<file path="src/rtl/multdiv_pkg.sv">
// Shared types and constants for the iterative multiply/divide unit.
// Holds the sequencer state encoding, the operation select, the operand
// width and latency constants, and a helper that forms the 33-bit
// unsigned magnitude of a signed operand (so INT_MIN maps to 2^31).
package multdiv_pkg;

  localparam int WIDTH = 32;
  localparam int LATENCY = 33;
  localparam logic [WIDTH-1:0] INT_MIN = 32'h8000_0000;

  typedef enum logic [1:0] {
    IDLE,
    MUL,
    DIV,
    DONE
  } state_t;

  typedef enum logic {
    OP_MUL,
    OP_DIV
  } op_t;

  // One extra bit so that |INT_MIN| = 2^31 is representable.
  function automatic logic [WIDTH:0] magnitude(input logic [WIDTH-1:0] v);
    logic [WIDTH:0] ext;
    ext = {v[WIDTH-1], v};
    return v[WIDTH-1] ? (~ext + 1'b1) : ext;
  endfunction

endpackage

</file>
<file path="src/rtl/restoring_div_step.sv">
// One combinational iteration of unsigned restoring division.
// Ports:
//   rem_in  - partial remainder from the previous iteration
//   bit_in  - next dividend bit shifted into the remainder
//   div_in  - divisor magnitude
//   rem_out - partial remainder for the next iteration
//   q_bit   - quotient bit produced by this iteration
module restoring_div_step
  import multdiv_pkg::*;
(
  input  logic [WIDTH:0] rem_in,
  input  logic           bit_in,
  input  logic [WIDTH:0] div_in,
  output logic [WIDTH:0] rem_out,
  output logic           q_bit
);

  logic [WIDTH:0]   shifted;
  logic [WIDTH+1:0] diff;

  // The remainder stays below the divisor (at most 2^31), so dropping the
  // top bit before the shift loses nothing.
  assign shifted = {rem_in[WIDTH-1:0], bit_in};
  assign diff    = {1'b0, shifted} - {1'b0, div_in};

  always_comb begin
    if (diff[WIDTH+1]) begin
      rem_out = shifted;
      q_bit   = 1'b0;
    end else begin
      rem_out = diff[WIDTH:0];
      q_bit   = 1'b1;
    end
  end

endmodule

</file>
<file path="src/rtl/multdiv_unit.sv">
// Iterative signed 32-bit multiply/divide unit for the execute stage.
// A start pulse latches both operands; the result and exception flag are
// registered and announced with a one-cycle ready pulse 33 edges later.
// Ports:
//   clock, reset_n         - rising-edge clock, async active-low reset
//   ctrl_MULT, ctrl_DIV    - start pulses (multiply wins if both are high)
//   data_operandA/B        - signed multiplicand/dividend, multiplier/divisor
//   data_result            - signed result, held until the next ready pulse
//   data_exception         - overflow / divide-by-zero, held with the result
//   data_resultRDY         - one-cycle ready pulse
//   busy                   - high from the start edge until the ready edge
//
// state | meaning
// IDLE  | waiting for a start pulse
// MUL   | one Booth step per edge
// DIV   | one restoring-division step per edge
// DONE  | register result, pulse ready, return to IDLE
module multdiv_unit
  import multdiv_pkg::*;
#(
  parameter int ITER = WIDTH
) (
  input  logic             clock,
  input  logic             reset_n,
  input  logic             ctrl_MULT,
  input  logic             ctrl_DIV,
  input  logic [WIDTH-1:0] data_operandA,
  input  logic [WIDTH-1:0] data_operandB,
  output logic [WIDTH-1:0] data_result,
  output logic             data_exception,
  output logic             data_resultRDY,
  output logic             busy
);

  state_t             state;
  op_t                op_q;
  logic [5:0]         counter;
  logic [5:0]         counter_next;

  // Booth register: {upper accumulator (33b), multiplier (32b), q[-1]}.
  logic [2*WIDTH+1:0] acc;
  logic [WIDTH:0]     mcand;
  logic [WIDTH:0]     booth_up;
  logic [2*WIDTH-1:0] product;
  logic               mul_ovf;

  logic [WIDTH:0]     rem_q;
  logic [WIDTH:0]     dvsr_q;
  logic [WIDTH-1:0]   quo_q;
  logic               neg_q;
  logic               divz_q;
  logic               dovf_q;
  logic [WIDTH:0]     rem_next;
  logic               q_bit;
  logic [WIDTH-1:0]   div_res;

  logic               start;
  logic [WIDTH:0]     mag_a;
  logic [WIDTH:0]     mag_b;

  assign start        = ctrl_MULT | ctrl_DIV;
  assign counter_next = counter + 6'd1;
  assign mag_a        = magnitude(data_operandA);
  assign mag_b        = magnitude(data_operandB);

  always_comb begin
    case (acc[1:0])
      2'b01:   booth_up = acc[2*WIDTH+1:WIDTH+1] + mcand;
      2'b10:   booth_up = acc[2*WIDTH+1:WIDTH+1] - mcand;
      default: booth_up = acc[2*WIDTH+1:WIDTH+1];
    endcase
  end

  assign product = acc[2*WIDTH:1];
  // Signed overflow: bits [63:31] must all match the result sign.
  assign mul_ovf = !((&product[2*WIDTH-1:WIDTH-1]) | ~(|product[2*WIDTH-1:WIDTH-1]));

  restoring_div_step u_div_step (
    .rem_in  (rem_q),
    .bit_in  (quo_q[WIDTH-1]),
    .div_in  (dvsr_q),
    .rem_out (rem_next),
    .q_bit   (q_bit)
  );

  // Dividend bits shift out of quo_q's top while quotient bits shift in.
  assign div_res = divz_q ? '0 : (neg_q ? (~quo_q + 1'b1) : quo_q);

  always_ff @(posedge clock or negedge reset_n) begin
    if (!reset_n) begin
      state          <= IDLE;
      op_q           <= OP_MUL;
      counter        <= '0;
      acc            <= '0;
      mcand          <= '0;
      rem_q          <= '0;
      dvsr_q         <= '0;
      quo_q          <= '0;
      neg_q          <= 1'b0;
      divz_q         <= 1'b0;
      dovf_q         <= 1'b0;
      data_result    <= '0;
      data_exception <= 1'b0;
      data_resultRDY <= 1'b0;
      busy           <= 1'b0;
    end else begin
      data_resultRDY <= 1'b0;
      if (start) begin
        // A start in any state, including mid-operation, restarts.
        state   <= ctrl_MULT ? MUL : DIV;
        op_q    <= ctrl_MULT ? OP_MUL : OP_DIV;
        counter <= '0;
        busy    <= 1'b1;
        acc     <= {{(WIDTH+1){1'b0}}, data_operandB, 1'b0};
        mcand   <= {data_operandA[WIDTH-1], data_operandA};
        rem_q   <= '0;
        quo_q   <= mag_a[WIDTH-1:0];
        dvsr_q  <= mag_b;
        neg_q   <= data_operandA[WIDTH-1] ^ data_operandB[WIDTH-1];
        divz_q  <= (data_operandB == '0);
        dovf_q  <= (data_operandA == INT_MIN) && (data_operandB == '1);
      end else begin
        case (state)
          MUL: begin
            acc     <= {booth_up[WIDTH], booth_up, acc[WIDTH:1]};
            counter <= counter_next;
            if (counter_next == 6'(ITER)) state <= DONE;
          end
          DIV: begin
            rem_q   <= rem_next;
            quo_q   <= {quo_q[WIDTH-2:0], q_bit};
            counter <= counter_next;
            if (counter_next == 6'(ITER)) state <= DONE;
          end
          DONE: begin
            if (op_q == OP_MUL) begin
              data_result    <= product[WIDTH-1:0];
              data_exception <= mul_ovf;
            end else begin
              data_result    <= div_res;
              data_exception <= divz_q | dovf_q;
            end
            data_resultRDY <= 1'b1;
            busy           <= 1'b0;
            state          <= IDLE;
          end
          default: ;
        endcase
      end
    end
  end

endmodule

</file>
<file path="config.mk">
export PLATFORM = sky130hd
export DESIGN_NAME = multdiv_unit
export DESIGN_NICKNAME = d
export VERILOG_FILES = /design/src/rtl/multdiv_pkg.sv /design/src/rtl/restoring_div_step.sv /design/src/rtl/multdiv_unit.sv
export SDC_FILE = /design/constraint.sdc
export NUM_CORES = 1
export LEC_CHECK = 0
export BUFFER_PORTS_ARGS = -buffer_cell sky130_fd_sc_hd__buf_2
export CAP_MARGIN = 5
export CORE_MARGIN = 4
export CORE_UTILIZATION = 45
export CTS_BUF_LIST = sky130_fd_sc_hd__clkbuf_4
export CTS_CLUSTER_DIAMETER = 100
export DETAILED_ROUTE_END_ITERATION = 10
export GPL_ROUTABILITY_DRIVEN = 0
export SYNTH_ARGS = -nofsm -noshare
export SYNTH_HDL_FRONTEND = slang
export SYNTH_SLANG_ARGS = --single-unit
</file>
<file path="constraint.sdc">
create_clock -name clock -period 6.35 [get_ports clock]
set_clock_uncertainty 0.15 [all_clocks]
set_input_delay 0.9525 -clock clock [delete_from_list [all_inputs] [get_ports clock]]
set_output_delay 0.9525 -clock clock [all_outputs]
set_load 0.05 [all_outputs]
</file>
After elaboration in Yosys (flattened, before gate mapping)

Index checks and enable logic that the tools add are counted.

Word-level logic and storage cells: 79
Output and inout bits: 35
Bits of input ports: 68
Bits in registers: 242

Reduce and logical (&&, ||, !) cells: 13
Add/sub/neg operators: 7
Bitwise operators: 9
Muxes and demuxes: 26
Equality and inequality tests: 9

Operators with widths:

| operator                                                        | count |
|---|---|
| 32-bit 2-to-1 mux                                               | 9 |
| 66-bit 2-to-1 mux                                               | 2 |
| 33-bit one-hot mux with 2 select lines                          | 1 |
| 32-bit by 1-bit adder with 32-bit output, second input constant | 2 |
| 32-bit == test, second input constant                           | 2 |
| 32-bit inverter                                                 | 2 |
| 33-bit by 33-bit subtractor with 34-bit output                  | 1 |
| 33-bit by 1-bit adder with 33-bit output, second input constant | 1 |
| 33-bit adder                                                    | 1 |
| 33-bit 2-to-1 mux                                               | 1 |
| 33-bit inverter                                                 | 1 |
| 33-bit AND reduction                                            | 1 |
| 33-bit OR reduction                                             | 1 |
| 33-bit subtractor                                               | 1 |
| 32-bit zero test                                                | 1 |
| 6-bit 2-to-1 mux                                                | 2 |
| 2-bit nonzero test                                              | 4 |
| 1-bit 2-to-1 mux                                                | 7 |
| 6-bit by 1-bit adder with 6-bit output, second input constant   | 1 |
| 2-bit == test, second input constant                            | 3 |
| 6-bit == test, second input constant                            | 1 |
| 2-bit 2-to-1 mux                                                | 3 |
| 2-bit by 1-bit == test with 1-bit output, second input constant | 2 |
| 2-bit one-hot mux with 2 select lines                           | 1 |
| other kinds (9)                                                 | 13 |

Logic depth before layout (Yosys ltp)

Depth in word-level cells: 5
Mapped depth: 20
Gate-level depth less buffers: 19

Hierarchy

Synthesis repeated with hierarchy kept, for this count alone.

Cells, all modules: 2007
Area total of the unflattened synthesis: 17050.1 um^2

Modules (own cells, without submodules):

| module             | area an instance (um^2) | sequential area each (um^2) | cells an instance | instances |
|---|---|---|---|---|
| multdiv_unit       | 14795.4                 | 6055.8                      | 1677              | 1 |
| restoring_div_step | 2254.7                  | 0.0                         | 330               | 1 |

Worst setup path before layout

No wires, ideal clock.

Path type: reg-to-reg
From: register mcand[0]
To: register acc[56]
Period minus slack after synthesis: 4.251 ns
Slack: 2.099 ns
Stages on the path, launching flop included: 17
Arrival: 4.019 ns
Required time: 6.118 ns
Cells stage by stage: dfrtp_1 > inv_1 > ha_1 > or3b_2 > nor4_1 > a21oi_1 > xnor2_1 > ha_1 > nand4_1 > nor2_1 > a2111oi_0 > a21boi_0 > o31a_1 > o21ai_0 > o21a_1 > or3_1 > a31oi_1

Longest elaborated chain between the ends: 4

Ends and longest elaborated chain:

| element                                           | line                                   | RTL |
|---|---|---|
| start, declared                                   | multdiv_unit.sv:42                     | `logic [WIDTH:0] mcand;` |
| start signal, assigned                            | multdiv_unit.sv:115                    | `mcand <= {data_operandA[WIDTH-1], data_operandA};` |
| 33-bit subtractor or 33-bit adder (tied branches) | multdiv_unit.sv:69, multdiv_unit.sv:68 |  |
| 33-bit one-hot mux with 2 select lines *          | multdiv_unit.sv:67                     | `case (acc[1:0])` |
| 66-bit 2-to-1 mux *                               | multdiv_unit.sv:123                    | `case (state)` |
| 66-bit 2-to-1 mux *                               | multdiv_unit.sv:108                    | `if (start) begin` |
| end signal, assigned                              | multdiv_unit.sv:114                    | `acc <= {{(WIDTH+1){1'b0}}, data_operandB, 1'b0};` |
| end signal, assigned                              | multdiv_unit.sv:125                    | `acc <= {booth_up[WIDTH], booth_up, acc[WIDTH:1]};` |
| end, declared                                     | multdiv_unit.sv:41                     | `logic [2*WIDTH+1:0] acc;` |

Mark *: on every way between the ends. The rest lies on a longest branch, timed or not. The select of a mux whose other input is x is not followed.
A chain may end at the register's enable or synchronous reset.

Worst setup path in the final report

From: register mcand[0]
To: register acc[64]

The elaborated chain is that of the path after synthesis.

==> flow_metrics.env <==
export IMPL_htreeDepth=3
export IMPL_routed_wl_um=47400
export IMPL_timing_final_crit_share_pct=79.7
export IMPL_syn_cell_area_mm2=0.0167
export IMPL_r2r_cells=15
export IMPL_cp_required_ps=6840
export IMPL_ys_types=67
export IMPL_drt_first_pass_iters=8
export IMPL_setup_tns_ps=0
export IMPL_outcome="complete, no violations"
export IMPL_critPathCaptureType="register"
export IMPL_placementRows=70
export IMPL_hold_start="dvsr_q[9]"
export IMPL_whs_ps=326
export IMPL_clock_sinks=241
export IMPL_arrival_ps=5550
export IMPL_worst_pin_slew_ps=1260
export IMPL_clk_path_buf_depth=3
export IMPL_cts_made_buffers=73
export IMPL_fmax_mhz=198
export IMPL_synthCells=2011
export IMPL_holdPathEnd="dvsr_q[9]"
export IMPL_die_area_mm2=0.0404
export IMPL_worst_path_max_fanout=6
export IMPL_power_density_mw_per_mm2=283
export IMPL_path_cells="inv_1 -> ha_1 -> or3b_2 -> nor4_1 -> a21oi_1 -> xnor2_1 -> ha_1 -> nand4_1 -> nor2_1 -> a2111oi_0 -> a21boi_0 -> o31a_1 -> o21ai_0 -> o41ai_1 -> mux2i_1"
export IMPL_worstSetupPathDepth=15
export IMPL_most_common_layout_cells="nand2_1 (275), dfrtp_1 (241), o21ai_0 (180), a21oi_1 (156), nor2_1 (148)"
export IMPL_r2r_start="mcand[0]"
export IMPL_io_buffers=102
export IMPL_yosysSeqAreaShare_pct=36.0
export IMPL_layout_commonest_cell="nand2_1"
export IMPL_relSlewSlack_pct=16.0
export IMPL_drive_above_1_share_pct=12.3
export IMPL_critPathKind="register to register"
export IMPL_critPathMostFrequentCell="ha_1"
export IMPL_drc=0
export IMPL_clkTransAtPathRegs_ps=70
export IMPL_syn2layout_area_growth_pct=10.8
export IMPL_setup_viol=0
export IMPL_grt_max_degree=184
export IMPL_critical_path_top_delay_family="compound AO/OA/AOI/OAI gates"
export IMPL_cts_resized_gates=0
export IMPL_routed_via_density=5.76
export IMPL_grt_first_pass_wirelength_um=77600
export IMPL_num_vias=15000
export IMPL_hold_path_depth=2
export IMPL_dpl_cell_area_mm2=0.0176
export IMPL_rr_endpoint="acc[64]"
export IMPL_yosysWarnings=0
export IMPL_cts_setup_buffers=0
export IMPL_synthFlopType="dfrtp_1"
export IMPL_clock_root_buffer="clkbuf_4"
export IMPL_maxCapViolCount=0
export IMPL_ios=103
export IMPL_die_h_um=201
export IMPL_avgSynthCellArea_um2=8.33
export IMPL_hold_viol=0
export IMPL_slew_violations=0
export IMPL_period_minus_slack_ps=5060
export IMPL_p_leak_nw=8.18
export IMPL_drt_iter0_drc=932
export IMPL_fin_util_pct=50.6
export IMPL_wl_per_cell_um=18.2
export IMPL_initial_core_util_pct=45.6
export IMPL_grt_pass1_vias=14600
export IMPL_multi_input_area_mm2=0.0101
export IMPL_synth_seq_cells=241
export IMPL_nets=2233
export IMPL_ant_nets=0
export IMPL_path_buf_inv=1
export IMPL_insertion_delay_ps=740
export IMPL_ctsHoldBuffers=1
export IMPL_gr_total_overflow=0
export IMPL_cpMaxStageDelayCell="a21boi_0"
export IMPL_peakVddDrop_uv=343
export IMPL_rsz0062_at_grt="no"
export IMPL_synth_async_reset_ratio_pct=100
export IMPL_finish_instance_area_mm2=0.0186
export IMPL_seqCellArea_mm2=0.00603
export IMPL_hp_class="register to register"
export IMPL_cts_tree="yes"
export IMPL_syn_num_nets=2156
export IMPL_fillCellCount=3576
export IMPL_reg2reg_slack_ps=1290
export IMPL_antenna_found_initial=1
export IMPL_die_x_um=201
export IMPL_grt_usage_pct=23.2
export IMPL_fp_coreArea_mm2=0.0367
export IMPL_synth_edf_count=0
export IMPL_dpl_hpwl_um=33400
export IMPL_cpPeakStageDelay_ps=570
export IMPL_startpoint_type="register"
[cell usage after synthesis (all sizes together), types with 7 or more instances]
cell type	n	share of area, %
ha	75	5.6
or3	20	0.78
o21ai	192	5.7
o22ai	7	0.26
o21a	9	0.40
a22oi	23	1.0
buf	16	0.36
a21o	33	1.5
clkbuf	99	2.2
inv	66	1.5
xor2	67	3.5
a21oi	156	4.7
nand2b	14	0.52
nor3	21	0.63
a211oi	20	0.90
mux2i	76	4.5
nor2	149	3.3
nand3b	9	0.40
nand3	33	0.99
nand2	275	6.2
o211ai	19	0.85
dfrtp	241	36
or2	7	0.26
or4	19	0.96
xnor2	109	5.7
and3	11	0.41
a31oi	45	1.7
nor2b	32	1.2
o21bai	9	0.40
nor3b	14	0.63
o41ai	11	0.62
nor4	19	0.71
nand4	28	1.0
o31ai	28	1.4
[state kept, by name, summed over array words and instances (netlist names)]
name,cells
busy,1
data_exception,1
neg_q,1
data_resultRDY,1
mcand,32
dvsr_q,33
acc,65
data_result,32
counter,6
op_q,1
rem_q,32
divz_q,1
state,2
dovf_q,1
quo_q,32
[where the power goes]
part,internal (W),switching (W)
combinational,0.000592,0.00111
sequential,0.00173,0.000194
clock,0.000886,0.000727
[routing by layer]
metal | GRT usage (%) | part of all wire [%]
met5 | 0 | 0
met4 | 8.21 | 3.0
met3 | 3.89 | 4.5
met2 | 35.7 | 46
met1 | 33.1 | 47
[tightest hold or removal path, stage by stage, from the launching register on]
cell	delay, ps
dfrtp_1	340
nand2_1	50
o21ai_0	60
[stage by stage]
step                std cells  power, W  setup slack [ps]
detailed placement       2480   0.00365              1430
global placement         2480   0.00363              1510
CTS                      2608   0.00530              1360
global route             2609   0.00558               912
finish                   2609   0.00524              1290
floorplan                2011   0.00318              2100
[worst max-delay path by stage]
stage | from | end | slack [ps]
global route | mcand[0] | acc[56] | 910
floorplan | mcand[0] | acc[56] | 2100
detailed placement | mcand[0] | acc[64] | 1430
CTS | mcand[0] | acc[64] | 1360
finish | mcand[0] | acc[64] | 1290
global placement | mcand[0] | acc[56] | 1510
[logic make-up (layout without fill, tap and decap cells)]
group                    count (synthesis)  after routing  share of synthesized area, %
AO/OA/AOI/OAI                          598            598                          21.8
multiplexers                            77             77                          4.61
buffers and inverters                  182            311                          4.08
flip-flops                             241            241                          36.0
adder cells (fa/ha/maj)                 77             77                          5.84
AND/OR/NAND/NOR                        660            660                          18.5
XOR/XNOR                               176            176                          9.20
other                                    0              1                             0
[cell type report]
| type | count | area share, % |
|---|---|---|
| multi-input combinational | 1588 | 54.3 |
| sequential | 241 | 32.5 |
| clock buffer | 113 | 4.57 |
| timing repair buffer | 117 | 3.49 |
| tap | 468 | 3.16 |
| inverter | 67 | 1.36 |
| clock inverter | 14 | 0.607 |
| antenna | 1 | 0.0135 |
Note: power is estimated with default switching activity, not from simulation.
